===== config.mk =====
export PLATFORM = sky130hd
export DESIGN_NAME = demux_router_8ch
export DESIGN_NICKNAME = d
export VERILOG_FILES = /design/src/rtl/demux_router_8ch.sv
export SDC_FILE = /design/constraint.sdc
export NUM_CORES = 1
export LEC_CHECK = 0
export ABC_CLOCK_PERIOD_IN_PS = 4300
export CAP_MARGIN = 10
export CORE_ASPECT_RATIO = 1.25
export CORE_MARGIN = 3
export CORE_UTILIZATION = 38
export DETAILED_ROUTE_END_ITERATION = 8
export PLACE_DENSITY_LB_ADDON = 0.12
export SYNTH_ARGS = -nofsm -noshare
export SYNTH_HDL_FRONTEND = slang
export SYNTH_SLANG_ARGS = --single-unit

===== constraint.sdc =====
create_clock -name clk -period 4.3 [get_ports clk]
set_clock_uncertainty 0.05 [all_clocks]
set_input_delay 0.43 -clock clk [delete_from_list [all_inputs] [get_ports clk]]
set_output_delay 0.43 -clock clk [all_outputs]
set_load 0.05 [all_outputs]

===== src/rtl/demux_router_8ch.sv =====
// Packet demux: routes each packet to one of 8 channels by destination or round-robin.
// A single registered output buffer feeds a shared data bus with one-hot valids.
module demux_router_8ch #(
  parameter int DATA_W = 8
) (
  input  logic              clk,
  input  logic              rst,
  input  logic              in_valid,
  output logic              in_ready,
  input  logic [DATA_W-1:0] in_data,
  input  logic [2:0]        in_dest,
  input  logic              in_last,
  input  logic              cfg_rr,
  input  logic [7:0]        ch_en,
  output logic [7:0]        out_valid,
  input  logic [7:0]        out_ready,
  output logic [DATA_W-1:0] out_data,
  output logic              out_last,
  output logic [7:0]        drop_cnt,
  output logic              busy
);

  typedef enum logic [1:0] {
    IDLE,
    PASS,
    DROP
  } state_e;

  state_e            state_q, state_d;
  logic              obuf_v_q, obuf_v_d;
  logic [DATA_W-1:0] data_q, data_d;
  logic              last_q, last_d;
  logic [2:0]        sel_q, sel_d;
  logic [2:0]        rr_ptr_q, rr_ptr_d;
  logic [7:0]        drop_cnt_q, drop_cnt_d;

  logic       acc;
  logic       drain;
  logic       rr_hit;
  logic [2:0] rr_ch;
  logic       load;
  logic [2:0] load_sel;

  assign drain    = obuf_v_q & out_ready[sel_q];
  assign in_ready = (state_q == DROP) | ~obuf_v_q
                  | out_ready[sel_q];
  assign acc      = in_valid & in_ready;

  // Descending scan so the nearest enabled channel from rr_ptr wins.
  always_comb begin
    logic [2:0] idx;
    rr_hit = 1'b0;
    rr_ch  = rr_ptr_q;
    idx    = rr_ptr_q;
    for (int i = 7; i >= 0; i--) begin
      idx = rr_ptr_q + 3'(i);
      if (ch_en[idx]) begin
        rr_hit = 1'b1;
        rr_ch  = idx;
      end
    end
  end

  always_comb begin
    state_d    = state_q;
    obuf_v_d   = obuf_v_q & ~drain;
    data_d     = data_q;
    last_d     = last_q;
    sel_d      = sel_q;
    rr_ptr_d   = rr_ptr_q;
    drop_cnt_d = drop_cnt_q;
    load       = 1'b0;
    load_sel   = sel_q;
    if (acc) begin
      unique case (state_q)
        IDLE: begin
          if (cfg_rr) begin
            load     = rr_hit;
            load_sel = rr_ch;
            if (rr_hit) rr_ptr_d = rr_ch + 3'd1;
          end else begin
            load     = ch_en[in_dest];
            load_sel = in_dest;
          end
          if (load) begin
            state_d = in_last ? IDLE : PASS;
          end else begin
            state_d = in_last ? IDLE : DROP;
            if (drop_cnt_q != 8'hFF)
              drop_cnt_d = drop_cnt_q + 8'd1;
          end
        end
        PASS: begin
          load     = 1'b1;
          load_sel = sel_q;
          if (in_last) state_d = IDLE;
        end
        DROP: begin
          if (in_last) state_d = IDLE;
        end
        default: state_d = IDLE;
      endcase
    end
    if (load) begin
      obuf_v_d = 1'b1;
      data_d   = in_data;
      last_d   = in_last;
      sel_d    = load_sel;
    end
  end

  always_ff @(posedge clk) begin
    if (rst) begin
      state_q    <= IDLE;
      obuf_v_q   <= 1'b0;
      data_q     <= '0;
      last_q     <= 1'b0;
      sel_q      <= 3'd0;
      rr_ptr_q   <= 3'd0;
      drop_cnt_q <= 8'd0;
    end else begin
      state_q    <= state_d;
      obuf_v_q   <= obuf_v_d;
      data_q     <= data_d;
      last_q     <= last_d;
      sel_q      <= sel_d;
      rr_ptr_q   <= rr_ptr_d;
      drop_cnt_q <= drop_cnt_d;
    end
  end

  assign out_valid = obuf_v_q ? (8'h01 << sel_q) : 8'h00;
  assign out_data  = data_q;
  assign out_last  = last_q;
  assign drop_cnt  = drop_cnt_q;
  assign busy      = (state_q != IDLE) | obuf_v_q;

endmodule


# Yosys cells after proc, flatten, opt, wreduce, memory -nomap -nowiden
# Index checks and enable logic that the tools add are counted.
# totals
regBits	26
latchBits	0
ram_bits	0
rom_bits	0
input_bits	32
out_inout_bits	27
wordCells	96
memories	0
# classes
add_sub_neg	9
mul	0
div	0
magnitude_cmp	10
eq_ne	4
shift	1
muxes	49
bitwise	9
n_reduce_logical	7
# ops
op	n
$lt 3x4->1 const B	10
$bmux 1 s3	10
$mux 3	9
$mux 1	24
$add 3x3->3 const B	4
$add 8x1->8 const B	1
$mux 8	1
$ne 8x8->1 const B	1
$reduce_and 4->1	2
$shl 1x3->8 const A	1
$add 3x1->3 const B	2
$add 3x2->3 const B	2
$mux 2	3
$pmux 2 s2	1
$and 1x1->1	3
$not 1->1	3
$or 1x1->1	3
$reduce_and 3->1	1
$eq 2x1->1 const B	1
$eq 2x2->1 const B	1
$logic_not 2->1	1
$ne 2x1->1 const B	1
$pmux 1 s2	1
$reduce_and 2->1	1
other kinds (2)	2

# Longest topological paths before layout
# logic_depth
depth_word	17
depth_mapped	15
ltp_nobuf	12

# Worst setup path before layout
# Ideal clock, no wire load.
# synth_path
path_type	reg2reg
from	register rr_ptr_q[1]
to	register rr_ptr_q[2]
setup_ns	0.058
arrival_time_ns	3.331
required_time_ns	4.192
slack_ns	0.861
stages_incl_launch_ff	16
n_path_buf	3
synth_period_minus_slack_ns	3.439
path_cell_list	dfxtp_1 > buf_2 > buf_2 > inv_1 > ha_1 > buf_2 > mux4_2 > mux2i_1 > o21ai_0 > o21a_1 > a41oi_1 > o211ai_1 > ha_1 > or3_1 > o32ai_1 > a211o_1
# synth_via
elab_chain_cells	12
word_cells_on_any_way	41
classes_between	add/sub: 8; mux: 32; reduce/logical: 1
# synth_lines
element	line_no	text
start: declaration	34	logic [2:0] rr_ptr_q, rr_ptr_d;
start signal: assignment	127	rr_ptr_q <= rr_ptr_d;
$add 3x3->3	56	idx = rr_ptr_q + 3'(i);
$bmux 1 s3	57	if (ch_en[idx]) begin
$mux 1 (implied by the code)	57	
$mux 3 or $mux 1 (tied branches) (8 in series)	57	
$add 3x1->3 or $reduce_and 4->1 (tied branches)	n/a	
# Several ways; a longest one is shown, not always the timed one. The select of a mux whose other input is x is not followed.
# A chain may end at the register's enable or synchronous reset.

# Worst setup path after layout
# layout_path
from	register rr_ptr_q[0]
to	register rr_ptr_q[2]
# Same word-level chain as after synthesis.

==> results.md <==
Outcome:
- The run finished with clean final reports.

Worst setup path:
- The critical path's most frequent cell is ha_1.
- The largest stage delay on the critical path is 640 ps.
- The critical path class is flip-flop to flip-flop.
- The critical path launch point type is a flip-flop.
- The largest driver fanout on the critical path is 12.
- The signal on the critical path passes through clkinv_1 > ha_1 > mux4_2 > mux2i_1 > o211ai_1 > nand3_1 > a21oi_1 > xnor2_1 > ha_1 > or3_1 > o32ai_1 > a211o_1.
- Together, buffers and inverters on the worst path number 1.
- In this design, the largest share of critical-path delay is due to multiplexers.
- The worst-case register-to-register setup slack is 770 ps.
- The slowest cell on the critical path is mux4_2.
- STA puts the critical path data arrival time at 3700 ps.
- STA classifies the critical path endpoint as a flip-flop.
- STA puts the critical path data required time at 4480 ps.

Clock network:
- The clock transition time at the flip-flop clock pins of the worst setup and hold paths is 90 ps.
- The source-to-sink clock delay at the later pin of the worst-skew pair is 270 ps.
- TritonCTS built the clock tree.
- For this design, the sink count on the clock tree is 26.
- The number of CTS-inserted buffers is 3.
- In this run the number of H-tree levels came out at 1.
- The count of buffers added by post-CTS timing repair for setup is 0.
- In this run, post-CTS hold repair placed 0 buffers.
- The number of resized instances in the post-cts repair step is 0.
- The clock passes through at most 2 buffers.
- The root cell of the clock tree is clkbuf_8.

Global route:
- The first global-routing pass estimated 10.3 mm of wire.
- The number of global-route vias before repair is 2,170.
- The pin count of the biggest net entering global routing is 27.
- The total routing usage reported by global routing is 0.172.
- The total overflow left after global routing is 0.
- The initial antenna violation count is 0.

Synthesis:
- The number of standard cells after synthesis is 267.
- By instance count, the leading cell after synthesis is nor2_1.
- The number of library cell types mapped by synthesis is 56.
- The mapped netlist covers 0.00237 mm².
- In this run, synthesis produced a sequential element count of 26.
- The commonest cells after synthesis are nor2_1 (29), dfxtp_1 (26), nand2_1 (25).
- The part of the Yosys area used for sequential elements is 0.220.
- After synthesis, the cell types taking the most area are dfxtp_1 (22%), mux4_2 (16%), mux2i_1 (9.7%).
- The average cell area after synthesis is 8.86 µm².
- In the synthesized netlist the async set-or-reset flop fraction comes to 0.
- Counting flops with a built-in enable in the synthesized netlist gives 0.
- dfxtp_1 takes more of the synthesized area than any other cell.
- The number of nets in the synthesized netlist is 306.
- The most used flip-flop cell after synthesis is dfxtp_1.
- The area share of the largest cell type after synthesis is 0.220.
- The Yosys warning count is 0.

Floorplanning:
- For this configuration, the core starts out at a cell density of 0.401.
- The site row count is 31.
- In this run the vertical extent of the chip is 94.2 µm.
- The top-level port count is 59.
- The die outline area is 0.00721 mm².
- The overall die width is 76.6 µm.
- The area of the placeable core is 0.00590 mm².

Timing:
- Setup violations remaining at the end of the flow were counted as 0.
- The final critical-path share of the clock period is 0.820.
- In this run the tightest slew margin relative to its limit is 0.636.
- The count of final max-slew check failures is 0.
- Setup repair after global routing left no endpoint under its margin.
- For the pin with the worst max-slew slack, the measured transition is 546 ps.
- The final setup TNS is 0 ps.
- The post-layout minimum cycle time is 3530 ps.
- The number of endpoints with negative hold slack in the final report is 0.
- Based on the critical path, the design can be clocked at up to 284 MHz.

Finish:
- The footprint of the multi-input gates is 0.00171 mm².
- The repair_antennas step left the layout with diodes totalling 0.
- In the final layout, flip-flops and latches occupy 520 µm².
- The share of cells above drive strength 1 is 0.122.
- The count of nets after finishing is 359.
- The post-route non-filler standard cell count is 401.
- From synthesis to final layout, the design area changed by 29.5%.
- Counting the fill cells in the layout gives 578.

Place:
- Routability-driven placement finished with a final weighted congestion of 0.931.
- The cell count after placement is 397.
- The wire-length estimate of the detail-placed layout is 4.68 mm.
- The number of port buffers is 58.

Detailed routing:
- After detailed routing, the average wire length per cell comes to 15.2 µm.
- Across all layers, the routed design uses 2,225 vias.
- The via density per instance is 5.55.
- After the first detailed-routing iteration, the DRC count stood at 131.
- The count of antenna-violating nets left after detailed routing is 0.
- The DRC violation count after routing is 0.
- The pre-antenna-repair detailed-routing pass consisted of 4 iterations.
- The aggregate routed wire length is 6.10 mm.

Pwr:
- Dividing total power by cell area gives a power density of 380 mW/mm².
- The post-route total power is 1.16 mW.
- For this design the static power due to leakage is 1.12 nW.
- The largest vdd supply drop is 0.000209 V.

Flow run:
- The reported max-cap violation count is 0.

Worst hold path:
- The type of the most critical hold path is flip-flop to flip-flop.
## power by group
group          internal (mW)  total, mW  switching (mW)
combinational          0.294      0.676           0.382
clock                  0.125      0.205          0.0806
sequential             0.263      0.283          0.0200
## area by class of cell
cell class | count | share of cell area
repair buffers | 62 | 0.199
clock buffers | 3 | 0.0135
flip-flops and latches | 26 | 0.170
multi-input cells | 214 | 0.558
well taps | 82 | 0.0335
clock inverters | 1 | 0.00980
inverters | 13 | 0.0159
## layout by cell type, fill, tap and decap left out, drive strengths merged, types with 2 or more instances in the layout
cell            n
dfxtp          26
o211ai          3
nor3            8
a32o            2
a31oi           2
nand3           9
nor2           32
nand2b          5
and2            2
mux2i          23
a211o           2
clkbuf          3
o31ai           4
ha              7
mux2            4
nand4           2
o21ai          10
a21oi          17
inv            12
a221oi          2
a221o           2
buf             4
xnor2           6
and3            7
nand2          26
and4            2
clkdlybuf4s50  58
mux4           17
or3             4
## per-stage QoR
step | area [µm²] | worst slack (ps) | hold WS, ps | util
floorplan | 2370 | 861 | 412 | -
global placement | 2990 | 833 | 425 | 0.508
detailed placement | 2990 | 804 | 438 | 0.508
CTS | 3060 | 760 | 460 | 0.520
global route | 3060 | 499 | 487 | 0.520
finish | 3060 | 775 | 457 | 0.520
## worst paths after layout
kind                       startpoint                       end  depth (start not counted)
max          rr_ptr_q[0]$_SDFFE_PP0P_  rr_ptr_q[2]$_SDFFE_PP0P_                         12
min          out_data[0]$_SDFFE_PP0P_  out_data[0]$_SDFFE_PP0P_                          2
max reg2reg  rr_ptr_q[0]$_SDFFE_PP0P_  rr_ptr_q[2]$_SDFFE_PP0P_                         12
min reg2reg  out_data[0]$_SDFFE_PP0P_  out_data[0]$_SDFFE_PP0P_                          2
## state kept, by name, summed over array words and instances, names as in the netlist
signal	flops
out_data	8
out_last	1
sel_q	3
rr_ptr_q	3
state_q	2
obuf_v_q	1
drop_cnt	8
## layer usage
metal,track usage,vias up,wire length [µm]
met5,0,-,0
met4,0.0347,0,54
met3,0.0202,7,234
met2,0.320,59,3230
met1,0.215,1057,2580
li1,-,1102,-
## cells by family after synthesis
logic type / Yosys count / synth area share
buffers and inverters: 27 / 0.0571
AO/OA/AOI/OAI: 55 / 0.162
XOR/XNOR: 6 / 0.0222
AND/OR/NAND/NOR: 102 / 0.223
adder cells (fa/ha/maj): 7 / 0.0370
multiplexers: 44 / 0.278
flip-flops: 26 / 0.220
## worst min-delay path, delay by kind of cell (launching register included)
family        cells  cell delay (ps)
flops             1              340
mux               1               70
simple gates      1               70
Note: power is estimated with default switching activity, not from simulation.
==> RTL edit (config.mk and constraints unchanged) <==
Encoding of `state_e`: now one-hot (3 bits for 3 states).
--- a/src/rtl/demux_router_8ch.sv
+++ b/src/rtl/demux_router_8ch.sv
@@ -21,8 +21,8 @@
 );
 
-  typedef enum logic [1:0] {
-    IDLE,
-    PASS,
-    DROP
+  typedef enum logic [2:0] {
+    IDLE = 3'b001,
+    PASS = 3'b010,
+    DROP = 3'b100
   } state_e;
 
Check against the original RTL: same outputs for any inputs over 4 cycles, from zero or initial values and one cycle with rst high; so few cycles prove little.
==> RTL edit against the unedited design <==
  * Area after synthesis decreased by 1.7%
  * Count of clock-buffer cells in the layout unchanged
  * Wire length decreased by 3.3%
  * Design area decreased by 1.3%
  * Setup slack got worse by 0.082 ns
  * Sequential cell count increased by 1
  * Power decreased by 10%
  * Via count decreased by 2.2%
  * Die area decreased by 1.6%
  * Cell count decreased by 0.25%
  * Largest power group unchanged
  * Highest routed layer unchanged
==> RTL edit: results (changes against the unedited design) <==
Distinct cells, synth 58 (+3.6%); RePlAce Congestion 0.8877 (-4.7%); DP Wirelength 4658 µm (-0.49%); WP data arrival 3.72 ns (+0.02 ns); first-pass GRT wire length 9604 µm (-6.8%); Worst Setup SP rr_ptr_q[1]; worst-path fanout max 7 (-5); largest net degree at the start of global routing 30 (+11%); slowest stage delay, CP 0.62 ns (-0.02 ns); Final period util 83.88% (+1.9 points); Detailed Route WL 5899 µm (-3.3%); vias per cell 5.440 (-2.0%); share of cells above drive strength 1 11.32% (-0.90 points); Max clock buf depth 2 (unchanged); fin nets 355 (-1.1%); Synth area leaders dfxtp_1 (23%), mux4_2 (13%), mux2i_1 (9.0%); Seq group 295 µW (+4%); HP Start out_data[4]; synthesized net count 299 (-2.3%); GRT met2 Usage 29.36% (-2.6 points); sequential-to-total area share from yosys stat 23.25% (+1.3 points); aggregate global-route resource usage 16.18% (-1.1 points); status finished, final reports clean; P_leak 0.001146 µW (+2.1%); met3 GRT Util 2.987% (+0.97 points); Logic power comb 604 µW (-11%); Fillers 594 (+2.8%); Worst VDD drop 0.1526 mV (-27%); internal power 601.1 µW (-12%); vias in the first global route 2,046 (-5.7%); Slew HR 60.23% (-3.4 points); M1 GR Usage 20.00% (-1.5 points)
## RTL edit: cell count changes after synthesis, moves of 6 or more
| cell | unedited run | this run |
|---|---|---|
| xor2_1 | 0 | 8 |
| nand2_1 | 25 | 18 |
| nor2b_1 | 1 | 8 |
| o21ai_1 | 1 | 8 |
| a21oi_1 | 16 | 10 |
## RTL edit: cell families (layout without fill, tap and decap cells)
| kind of cell | count (synthesis) | count (layout) | synth area share [%] |
|---|---|---|---|
| compound gates | 56 | 56 | 17.49 |
| simple gates | 103 | 103 | 23.95 |
| xor+xnor | 10 | 10 | 3.768 |
| flops | 27 | 27 | 23.25 |
| mux | 39 | 39 | 24.27 |
| buf+inv | 24 | 79 | 5.113 |
| fa+ha+maj | 4 | 4 | 2.153 |
## RTL edit: path summary, 6_finish.rpt
check                              endpoint  slack (ns)  cells after the start
worst min register to register  out_data[4]        0.45                      2
worst max register to register  rr_ptr_q[2]        0.69                     15
worst min-delay path            out_data[4]        0.45                      2
worst max-delay path            rr_ptr_q[2]        0.69                     15
## RTL edit: layout make-up
class                      instances  area share, %
clock inverter                     1         0.1654
sequential                        27          17.87
tap                               82          3.391
inverter                          10          1.241
multi-input combinational        212          55.05
clock buffer                       3          1.365
timing repair buffer              65          20.93
## RTL edit: per-stage QoR
stage,cell area [µm²],instances,worst slack [ns],power (µW)
after floorplan,2325,263,0.5520,753.4
after global placement,2979,396,0.7784,904.8
after detailed placement,2979,396,0.6497,902.9
after CTS,3025,400,0.7320,1051
after global routing,3025,400,0.3930,1119
final,3025,400,0.6931,1043
## RTL edit: per-layer routing
layer  up-vias  wire length, µm
met5         -                0
met4         0               60
met3         6              292
met2        73             2940
met1      1015             2604
li1       1082                -
